File: src/rtl/xpu_vpu_pc_tn_vlsu_fp_nan_scan_pkg.sv
// Shared constants for the VLSU NaN/Inf scanner: mode encoding, field widths, canonical quiet NaNs.
// Canonicalisation build option: XPU_VPU_NAN_CANON_EN.
package xpu_vpu_fp_pkg;

  localparam logic [1:0] FP_BF16 = 2'b00;
  localparam logic [1:0] FP_FP16 = 2'b01;
  localparam logic [1:0] FP_FP32 = 2'b10;
  localparam logic [1:0] FP_RAW  = 2'b11;

  localparam int BF16_EXP_W = 8;
  localparam int BF16_MAN_W = 7;
  localparam int FP16_EXP_W = 5;
  localparam int FP16_MAN_W = 10;
  localparam int FP32_EXP_W = 8;
  localparam int FP32_MAN_W = 23;

  localparam logic [15:0] QNAN_BF16 = 16'h7FC0;
  localparam logic [15:0] QNAN_FP16 = 16'h7E00;
  localparam logic [31:0] QNAN_FP32 = 32'h7FC0_0000;

endpackage

File: src/rtl/xpu_vpu_pc_tn_vlsu_fp_nan_scan_if.sv
// Beat-in / beat-out / vector-summary bundle of the NaN scanner; master = producer+consumer, slave = scanner.
interface xpu_vpu_pc_tn_vlsu_fp_nan_scan_if #(
  parameter int LANES = 4,
  parameter int CNT_W = 8
) ();
  logic                  in_valid;
  logic                  in_ready;
  logic [LANES*32-1:0]   in_data;
  logic [1:0]            in_mode;
  logic                  in_last;
  logic                  out_valid;
  logic                  out_ready;
  logic [LANES*32-1:0]   out_data;
  logic [2*LANES-1:0]    out_nan_mask;
  logic [2*LANES-1:0]    out_snan_mask;
  logic                  out_last;
  logic                  sum_valid;
  logic [CNT_W-1:0]      sum_nan_cnt;
  logic                  sum_snan_any;
  logic                  sum_inf_any;

  modport master (
    output in_valid, in_data, in_mode, in_last, out_ready,
    input  in_ready, out_valid, out_data, out_nan_mask, out_snan_mask, out_last,
           sum_valid, sum_nan_cnt, sum_snan_any, sum_inf_any
  );
  modport slave (
    input  in_valid, in_data, in_mode, in_last, out_ready,
    output in_ready, out_valid, out_data, out_nan_mask, out_snan_mask, out_last,
           sum_valid, sum_nan_cnt, sum_snan_any, sum_inf_any
  );
endinterface

File: src/rtl/xpu_vpu_pc_tn_vlsu_fp_nan_scan_elem_class.sv
// Combinational classifier for one 32-bit lane: two 16-bit elements or one fp32 element.
// With XPU_VPU_NAN_CANON_EN, NaN elements are replaced by the mode's canonical quiet NaN.
module xpu_vpu_fp_elem_class
  import xpu_vpu_fp_pkg::*;
(
  input  logic [31:0] i_lane,
  input  logic [1:0]  i_mode,
  output logic [1:0]  o_nan,
  output logic [1:0]  o_snan,
  output logic [1:0]  o_inf,
  output logic [31:0] o_lane
);

  always_comb begin
    logic [15:0] w_h;
    logic        w_eo, w_mz, w_q;
    o_nan  = '0;
    o_snan = '0;
    o_inf  = '0;
    o_lane = i_lane;
    w_h    = '0;
    w_eo   = 1'b0;
    w_mz   = 1'b0;
    w_q    = 1'b0;
    case (i_mode)
      FP_BF16, FP_FP16: begin
        for (int k = 0; k < 2; k++) begin
          w_h = i_lane[16*k +: 16];
          if (i_mode == FP_BF16) begin
            w_eo = &w_h[14 -: BF16_EXP_W];
            w_mz = |w_h[BF16_MAN_W-1:0];
            w_q  = w_h[BF16_MAN_W-1];
          end else begin
            w_eo = &w_h[14 -: FP16_EXP_W];
            w_mz = |w_h[FP16_MAN_W-1:0];
            w_q  = w_h[FP16_MAN_W-1];
          end
          o_nan[k]  = w_eo & w_mz;
          o_snan[k] = w_eo & w_mz & ~w_q;
          o_inf[k]  = w_eo & ~w_mz;
`ifdef XPU_VPU_NAN_CANON_EN
          if (w_eo & w_mz) o_lane[16*k +: 16] = (i_mode == FP_BF16) ? QNAN_BF16 : QNAN_FP16;
`endif
        end
      end
      FP_FP32: begin
        w_eo      = &i_lane[30 -: FP32_EXP_W];
        w_mz      = |i_lane[FP32_MAN_W-1:0];
        w_q       = i_lane[FP32_MAN_W-1];
        o_nan[0]  = w_eo & w_mz;
        o_snan[0] = w_eo & w_mz & ~w_q;
        o_inf[0]  = w_eo & ~w_mz;
`ifdef XPU_VPU_NAN_CANON_EN
        if (w_eo & w_mz) o_lane = QNAN_FP32;
`endif
      end
      default: ;
    endcase
  end

endmodule

File: src/rtl/xpu_vpu_pc_tn_vlsu_fp_nan_scan.sv
// Multi-lane NaN/Inf scanner on the VLSU load path: single output register plus per-vector summary.
// Optional NaN canonicalisation of out_data: XPU_VPU_NAN_CANON_EN.
module xpu_vpu_pc_tn_vlsu_fp_nan_scan
  import xpu_vpu_fp_pkg::*;
#(
  parameter int LANES = 4,
  parameter int CNT_W = 8
) (
  input logic clk,
  input logic rst_n,
  input logic clr,
  xpu_vpu_pc_tn_vlsu_fp_nan_scan_if.slave bus
);

  localparam int PC_W  = $clog2(2*LANES+1);
  localparam int SUM_W = ((CNT_W > PC_W) ? CNT_W : PC_W) + 1;
  localparam logic [SUM_W-1:0] CNT_MAX = SUM_W'((64'd1 << CNT_W) - 64'd1);

  logic [LANES-1:0][1:0]  w_nan, w_snan, w_inf;
  logic [LANES-1:0][31:0] w_lane;
  logic [2*LANES-1:0]     w_nan_mask, w_snan_mask;
  logic [PC_W-1:0]        w_pc;
  logic [SUM_W-1:0]       w_sum;
  logic [CNT_W-1:0]       w_cnt_next;
  logic                   w_push, w_pop, w_snan_next, w_inf_next;

  logic                   r_out_valid, r_out_last, r_sum_valid, r_sum_snan, r_sum_inf;
  logic [LANES*32-1:0]    r_out_data;
  logic [2*LANES-1:0]     r_nan_mask, r_snan_mask;
  logic [CNT_W-1:0]       r_sum_cnt, r_acc_cnt;
  logic                   r_acc_snan, r_acc_inf;

  for (genvar g = 0; g < LANES; g++) begin : g_lane
    xpu_vpu_fp_elem_class u_cls (
      .i_lane (bus.in_data[32*g +: 32]),
      .i_mode (bus.in_mode),
      .o_nan  (w_nan[g]),
      .o_snan (w_snan[g]),
      .o_inf  (w_inf[g]),
      .o_lane (w_lane[g])
    );
  end

  assign w_nan_mask  = w_nan;
  assign w_snan_mask = w_snan;

  always_comb begin
    w_pc = '0;
    for (int i = 0; i < 2*LANES; i++) w_pc = w_pc + PC_W'(w_nan_mask[i]);
  end

  // Running totals including the current beat; also the summary value when in_last.
  assign w_sum       = SUM_W'(r_acc_cnt) + SUM_W'(w_pc);
  assign w_cnt_next  = (w_sum > CNT_MAX) ? '1 : w_sum[CNT_W-1:0];
  assign w_snan_next = r_acc_snan | (|w_snan_mask);
  assign w_inf_next  = r_acc_inf | (|w_inf);

  assign bus.in_ready = ~clr & (~r_out_valid | bus.out_ready);
  assign w_push       = bus.in_valid & bus.in_ready;
  assign w_pop        = r_out_valid & bus.out_ready;

  always_ff @(posedge clk or negedge rst_n) begin
    if (!rst_n) begin
      r_out_valid <= 1'b0;
      r_out_last  <= 1'b0;
      r_out_data  <= '0;
      r_nan_mask  <= '0;
      r_snan_mask <= '0;
      r_sum_valid <= 1'b0;
      r_sum_cnt   <= '0;
      r_sum_snan  <= 1'b0;
      r_sum_inf   <= 1'b0;
      r_acc_cnt   <= '0;
      r_acc_snan  <= 1'b0;
      r_acc_inf   <= 1'b0;
    end else if (clr) begin
      r_out_valid <= 1'b0;
      r_out_last  <= 1'b0;
      r_sum_valid <= 1'b0;
      r_acc_cnt   <= '0;
      r_acc_snan  <= 1'b0;
      r_acc_inf   <= 1'b0;
    end else begin
      r_sum_valid <= 1'b0;
      if (w_push) begin
        r_out_valid <= 1'b1;
        r_out_last  <= bus.in_last;
        r_out_data  <= w_lane;
        r_nan_mask  <= w_nan_mask;
        r_snan_mask <= w_snan_mask;
        if (bus.in_last) begin
          r_sum_valid <= 1'b1;
          r_sum_cnt   <= w_cnt_next;
          r_sum_snan  <= w_snan_next;
          r_sum_inf   <= w_inf_next;
          r_acc_cnt   <= '0;
          r_acc_snan  <= 1'b0;
          r_acc_inf   <= 1'b0;
        end else begin
          r_acc_cnt   <= w_cnt_next;
          r_acc_snan  <= w_snan_next;
          r_acc_inf   <= w_inf_next;
        end
      end else if (w_pop) begin
        r_out_valid <= 1'b0;
      end
    end
  end

  assign bus.out_valid     = r_out_valid;
  assign bus.out_last      = r_out_last;
  assign bus.out_data      = r_out_data;
  assign bus.out_nan_mask  = r_nan_mask;
  assign bus.out_snan_mask = r_snan_mask;
  assign bus.sum_valid     = r_sum_valid;
  assign bus.sum_nan_cnt   = r_sum_cnt;
  assign bus.sum_snan_any  = r_sum_snan;
  assign bus.sum_inf_any   = r_sum_inf;

endmodule

File: src/flat_wrapper.sv
// flat-port wrapper written by rule: the top's interface ports become plain ports
module xpu_vpu_pc_tn_vlsu_fp_nan_scan_flat import xpu_vpu_fp_pkg::*;
#(
  parameter int LANES = 4,
  parameter int CNT_W = 8
)
  (clk, rst_n, clr, bus_in_valid, bus_in_data, bus_in_mode, bus_in_last, bus_out_ready, bus_in_ready, bus_out_valid, bus_out_data, bus_out_nan_mask, bus_out_snan_mask, bus_out_last, bus_sum_valid, bus_sum_nan_cnt, bus_sum_snan_any, bus_sum_inf_any);
  xpu_vpu_pc_tn_vlsu_fp_nan_scan_if #(.LANES(LANES), .CNT_W(CNT_W)) bus_i ();
  input logic clk;
  input logic rst_n;
  input logic clr;
  input wire logic [$bits(bus_i.in_valid)-1:0] bus_in_valid;
  input wire logic [$bits(bus_i.in_data)-1:0] bus_in_data;
  input wire logic [$bits(bus_i.in_mode)-1:0] bus_in_mode;
  input wire logic [$bits(bus_i.in_last)-1:0] bus_in_last;
  input wire logic [$bits(bus_i.out_ready)-1:0] bus_out_ready;
  output wire logic [$bits(bus_i.in_ready)-1:0] bus_in_ready;
  output wire logic [$bits(bus_i.out_valid)-1:0] bus_out_valid;
  output wire logic [$bits(bus_i.out_data)-1:0] bus_out_data;
  output wire logic [$bits(bus_i.out_nan_mask)-1:0] bus_out_nan_mask;
  output wire logic [$bits(bus_i.out_snan_mask)-1:0] bus_out_snan_mask;
  output wire logic [$bits(bus_i.out_last)-1:0] bus_out_last;
  output wire logic [$bits(bus_i.sum_valid)-1:0] bus_sum_valid;
  output wire logic [$bits(bus_i.sum_nan_cnt)-1:0] bus_sum_nan_cnt;
  output wire logic [$bits(bus_i.sum_snan_any)-1:0] bus_sum_snan_any;
  output wire logic [$bits(bus_i.sum_inf_any)-1:0] bus_sum_inf_any;
  assign bus_i.in_valid = bus_in_valid;
  assign bus_i.in_data = bus_in_data;
  assign bus_i.in_mode = bus_in_mode;
  assign bus_i.in_last = bus_in_last;
  assign bus_i.out_ready = bus_out_ready;
  assign bus_in_ready = bus_i.in_ready;
  assign bus_out_valid = bus_i.out_valid;
  assign bus_out_data = bus_i.out_data;
  assign bus_out_nan_mask = bus_i.out_nan_mask;
  assign bus_out_snan_mask = bus_i.out_snan_mask;
  assign bus_out_last = bus_i.out_last;
  assign bus_sum_valid = bus_i.sum_valid;
  assign bus_sum_nan_cnt = bus_i.sum_nan_cnt;
  assign bus_sum_snan_any = bus_i.sum_snan_any;
  assign bus_sum_inf_any = bus_i.sum_inf_any;
  xpu_vpu_pc_tn_vlsu_fp_nan_scan #(.LANES(LANES), .CNT_W(CNT_W)) u_core (.clk(clk), .rst_n(rst_n), .clr(clr), .bus(bus_i));
endmodule
File: config.mk
export PLATFORM = sky130hd
export DESIGN_NAME = xpu_vpu_pc_tn_vlsu_fp_nan_scan_flat
export DESIGN_NICKNAME = d
export VERILOG_FILES = /design/src/rtl/xpu_vpu_pc_tn_vlsu_fp_nan_scan_pkg.sv /design/src/rtl/xpu_vpu_pc_tn_vlsu_fp_nan_scan_if.sv /design/src/rtl/xpu_vpu_pc_tn_vlsu_fp_nan_scan_elem_class.sv /design/src/rtl/xpu_vpu_pc_tn_vlsu_fp_nan_scan.sv /design/src/flat_wrapper.sv
export SDC_FILE = /design/constraint.sdc
export NUM_CORES = 1
export LEC_CHECK = 0
export ABC_AREA = 1
export CORE_MARGIN = 8
export CORE_UTILIZATION = 55
export CTS_CLUSTER_DIAMETER = 200
export DETAILED_ROUTE_END_ITERATION = 8
export DONT_BUFFER_PORTS = 1
export HOLD_SLACK_MARGIN = 0.1
export PLACE_DENSITY = 0.68
export SYNTH_ARGS = -nofsm -noshare
export SYNTH_HDL_FRONTEND = slang
export SYNTH_HIERARCHICAL = 1
export SYNTH_SLANG_ARGS = --single-unit
File: constraint.sdc
create_clock -name clk -period 7.1 [get_ports clk]
set_clock_uncertainty 0.1 [all_clocks]
set_input_delay 0.355 -clock clk [delete_from_list [all_inputs] [get_ports clk]]
set_output_delay 0.355 -clock clk [all_outputs]
set_load 0.05 [all_outputs]
# Word-level counts from Yosys, hierarchy flattened
# Index checks and enable logic that the tools add are counted.
totals:
  input_bits: 136
  wordCells: 225
  output_inout_bits: 158
  ff_bits: 167
op_classes:
  n_eq_ne: 2
  add_sub_neg: 8
  mux: 90
  n_reduce_logical: 44
  n_lt_le_gt_ge: 1
  bitwise: 68
op_table:
  columns: ["cell", "count"]
  rows:
  - ["23-bit OR reduction", 4]
  - ["10-bit OR reduction", 8]
  - ["1-bit 2-to-1 mux", 74]
  - ["8-bit AND reduction", 8]
  - ["7-bit OR reduction", 8]
  - ["5-bit AND reduction", 8]
  - ["1-bit bitwise AND", 39]
  - ["8-bit 2-to-1 mux", 4]
  - ["1-bit NOT", 26]
  - ["4-bit by 1-bit adder with 4-bit output", 6]
  - ["1-bit one-hot mux with 2 select lines", 12]
  - ["8-bit OR reduction", 2]
  - ["8-bit by 4-bit adder with 9-bit output", 1]
  - ["9-bit by 8-bit > comparator with 1-bit output, second input constant", 1]
  - ["1-bit bitwise OR", 3]
  - ["3-bit AND reduction", 1]
  - ["3-bit nonzero test", 1]
  - ["1-bit by 1-bit adder with 2-bit output", 1]
  - ["2-bit by 1-bit equality test with 1-bit output, second input constant", 1]
  - ["2-bit equality test, second input constant", 1]
  - ["2-bit logical NOT", 1]
  - ["2-bit AND reduction", 1]
  - ["2-bit nonzero test", 1]
  - ["2-bit OR reduction", 1]

# Depth between registers and ports, before layout
depth:
  depth_word: 18
  mapped_depth: 21
  mapped_depth_nobuf: 21

# Modules after synthesis
# Netlist, hierarchy kept.
modules_own_cells:
  columns: ["module", "instances", "cells_each", "seq_area_each_um2", "area_per_inst_um2"]
  rows:
  - ["xpu_vpu_pc_tn_vlsu_fp_nan_scan", 1, 782, 4179.0, 6740.2]
  - ["xpu_vpu_fp_elem_class", 4, 103, 0.0, 541.8]

# Least setup slack after synthesis
# OpenSTA, ideal clock, no wires.
synth_path:
  path_kind: "input -> register"
  startpoint: "in bus_in_data[21]"
  endpoint: "reg u_core.r_sum_cnt[6], in the netlist u_core/bus.sum_nan_cnt[6]"
  setup_ps: 118
  setup_slack_ps: 3090
  required_time_ps: 6882
  n_path_buf: 0
  t_arrival_ps: 3792
  path_stages: 20
  path_cell_list: "nor2_1 > nand2_1 > nor2_1 > nand3_1 > nand2_1 > nand2_1 > fa_1 > inv_1 > fa_1 > fa_1 > fa_1 > fa_1 > inv_1 > nand3_1 > nand2_1 > nand2_1 > nor2_1 > nand2_1 > nand3_1 > nand2_1"
synth_lines:
  columns: ["element", "line", "rtl"]
  rows:
  - ["from (decl)", "flat_wrapper.sv:13", "input wire logic [$bits(bus_i.in_data)-1:0] bus_in_data;"]
  - ["to (signal assigned)", "xpu_vpu_pc_tn_vlsu_fp_nan_scan.sv:93", "r_sum_cnt <= w_cnt_next;"]
  - ["to (decl)", "xpu_vpu_pc_tn_vlsu_fp_nan_scan.sv:30", "logic [CNT_W-1:0] r_sum_cnt, r_acc_cnt;"]

==> flow_metrics.tcl <==
set metrics [dict create \
    status "finished clean" \
    synth-edff-count 0 \
    ys_ff_latch 167 \
    grt-ovfl-total 0 \
    cellPowerDensity_nw_per_um2 272.2 \
    placedCellCount 1249 \
    synth_commonest_cells "nand2_1, dfrtp_1, buf_4, nor2_1, inv_1" \
    period_minus_slack_ps 4031 \
    grt_max_degree 168 \
    drc 0 \
    syn-num-nets 1341 \
    htree_num_levels 4 \
    synth.cell_area_um2 8907 \
    final_cells 1414 \
    grt_pass1_wl_um 39440 \
    vias 7250 \
    postSynth.asyncResetShare 1.000 \
    first_global_vias 7371 \
    globalplace.congestion 0.8622 \
    finalCritPeriodShare 0.5677 \
    finalHoldViolations 0 \
    cts_num_sinks 167 \
    finalMaxSlewViolations 0 \
    placedInstanceArea_um2 8051 \
    synth_cells 1194 \
    r2r_slack_ps 3530 \
    clock_path_buffers 2 \
    fin_nets 1332 \
    drtAntennaViolNets 0 \
    root_buffer "clkbuf_16" \
    dr.pass1.iters 7 \
    grt_use_total 0.2468 \
    diodes 0 \
    drtIter0Drc 499 \
    postCtsSetupBuffers 0 \
    dp_hpwl_um 16570 \
    drive_above_1_share 0.04925 \
    drt-vias-per-instance 5.127 \
    dieArea_um2 20520 \
    min_path_type "in2reg" \
    antenna_found_initial 0 \
    ys_seq_area_frac 0.4692 \
    fp-row-count 46 \
    chipHeight_um 143.3 \
    design_area_um2 9967 \
    maxSlewHeadroom 0.3704 \
    setup_violations 0 \
    synthDistinctLibCells 24 \
    cts.clk_slew.worst_paths_ps 70 \
    fin_setup_tns_ps 0 \
    critPathKind "in2reg" \
    rsz0062_at_grt "no" \
    leakage_nw 5.264 \
    die_w_um 143.3 \
    io_pins 294 \
    clock_latency_ps 420 \
    yosys_warnings 6 \
    cp-end-kind "register" \
    syn_to_final_growth_pct 11.90 \
    cp_max_fo 5 \
    totalWireLength_um 25390 \
    max_clock_freq_ghz 0.2481 \
    cp-start-kind "input port" \
    cts_tree "yes" \
    synth.area.top_cells "dfrtp_1, nand2_1, buf_4" \
    yosysMostFrequentCell "nand2_1" \
    synth_top_area_frac 0.4692 \
    io_buffer_count 0 \
    core_area_um2 15890 \
    cp.arrival_ps 4290 \
    maxCapViolCount 0 \
    initial_utilization 0.5607 \
    tightest_slew_ps 944.4 \
    syn_area_per_cell_um2 7.460 \
    wire_per_inst_um 17.95 \
    synth_ff_type "dfrtp_1" \
    yosys.area.top_type "dfrtp_1" \
    required_ps 7360 \
    peakVddDrop_uv 159.8 \
    numCtsBuffers 17 \
]
-- placed cells by master, fill, tap and decap left out, drive strengths merged --
| master | netlist | final |
|---|---|---|
| nor3 | 10 | 10 |
| nor4 | 2 | 2 |
| bufinv | 0 | 1 |
| ha | 6 | 6 |
| clkbuf | 4 | 20 |
| nor2 | 112 | 112 |
| fa | 5 | 5 |
| dlygate4sd3 | 0 | 132 |
| clkinvlp | 0 | 4 |
| xnor2 | 1 | 1 |
| buf | 159 | 3 |
| dfrtp | 167 | 167 |
| o21ai | 22 | 22 |
| nand4 | 6 | 6 |
| clkinv | 0 | 3 |
| nand2b | 4 | 4 |
| inv | 56 | 60 |
| o211ai | 1 | 1 |
| a21oi | 1 | 1 |
| nand2 | 596 | 596 |
| nand3 | 42 | 42 |
-- stage by stage --
stage | power (mW) | hold WS, ps | util | worst slack, ps
CTS | 2.731 | 103.4 | 0.6274 | 3128
global route | 2.827 | 142.9 | 0.6274 | 2752
floorplan | 1.736 | -40.59 | - | 3090
detailed placement | 1.753 | -36.40 | 0.5069 | 2697
finish | 2.713 | 128.0 | 0.6274 | 3069
global placement | 1.744 | -36.04 | 0.5069 | 2712
-- area by class of cell --
| cell class | count | area [um2] |
|---|---|---|
| Sequential cell | 167 | 4179 |
| Clock inverter | 12 | 120.1 |
| Tap cell | 216 | 270.3 |
| Multi-Input combinational cell | 808 | 3374 |
| Fill cell | 1392 | 5918 |
| Timing Repair Buffer | 135 | 1364 |
| Clock buffer | 20 | 446.7 |
| Inverter | 56 | 212.7 |
-- state kept, by name (all words and copies together), names as in the netlist --
signal                    count
u_core/bus.out_data         128
u_core/r_acc_cnt              8
u_core/bus.sum_snan_any       1
u_core/r_acc_snan             1
u_core/bus.out_nan_mask       8
u_core/bus.out_valid          1
u_core/bus.out_last           1
u_core/bus.out_snan_mask      8
u_core/bus.sum_nan_cnt        8
u_core/r_acc_inf              1
u_core/bus.sum_valid          1
u_core/bus.sum_inf_any        1
-- what timing repair did --
item / CTS / global route
gates resized for setup: 0 / 0
hold buffers: 133 / 0
hold endpoints to repair: 306 / 0
-- worst paths after layout --
check | end | depth (start not counted) | from
max reg2reg | u_core/bus.out_data[69] | 8 | u_core/bus.out_valid
min | u_core/bus.out_snan_mask[1] | 5 | bus_in_data[22]
max | u_core/r_acc_cnt[2] | 19 | bus_in_data[1]
max in group asynchronous | u_core/bus.out_snan_mask[4] | 2 | rst_n
min reg2reg | u_core/r_acc_inf | 2 | u_core/r_acc_inf
min in group asynchronous | u_core/bus.out_data[95] | 2 | rst_n
-- power by group --
group | switching (mW) | internal, mW
registers | 0.499 | 1.05
logic | 0.151 | 0.115
clock network | 0.394 | 0.498
total | 1.04 | 1.67
-- critical path, stage by stage --
cell	delay [ps]
nor2_1	110
nand2_1	90
nor2_1	220
nand3_1	120
nand2_1	70
nand2_1	90
fa_1	560
inv_1	70
fa_1	500
fa_1	430
fa_1	440
fa_1	450
inv_1	100
nand3_1	70
nand2_1	110
nand3_1	170
o21ai_0	160
nand2_1	90
nand2_1	70
-- cell families after synthesis --
logic type	Yosys count	share of synthesized area
AOI/OAI and AO/OA	24	0.01545
xor gates and xnor gates	1	0.0009835
adders and majority gates	11	0.01967
buffers and inverters	219	0.1520
DFF	167	0.4692
and+or+nand+nor	772	0.3427
-- per-layer routing --
layer | track usage | share of wire
met1 | 0.2855 | 0.38
met2 | 0.4157 | 0.49
met3 | 0.08781 | 0.11
met4 | 0.08633 | 0.024
met5 | 0 | 0
No activity file was read; power rests on OpenSTA's default activity.
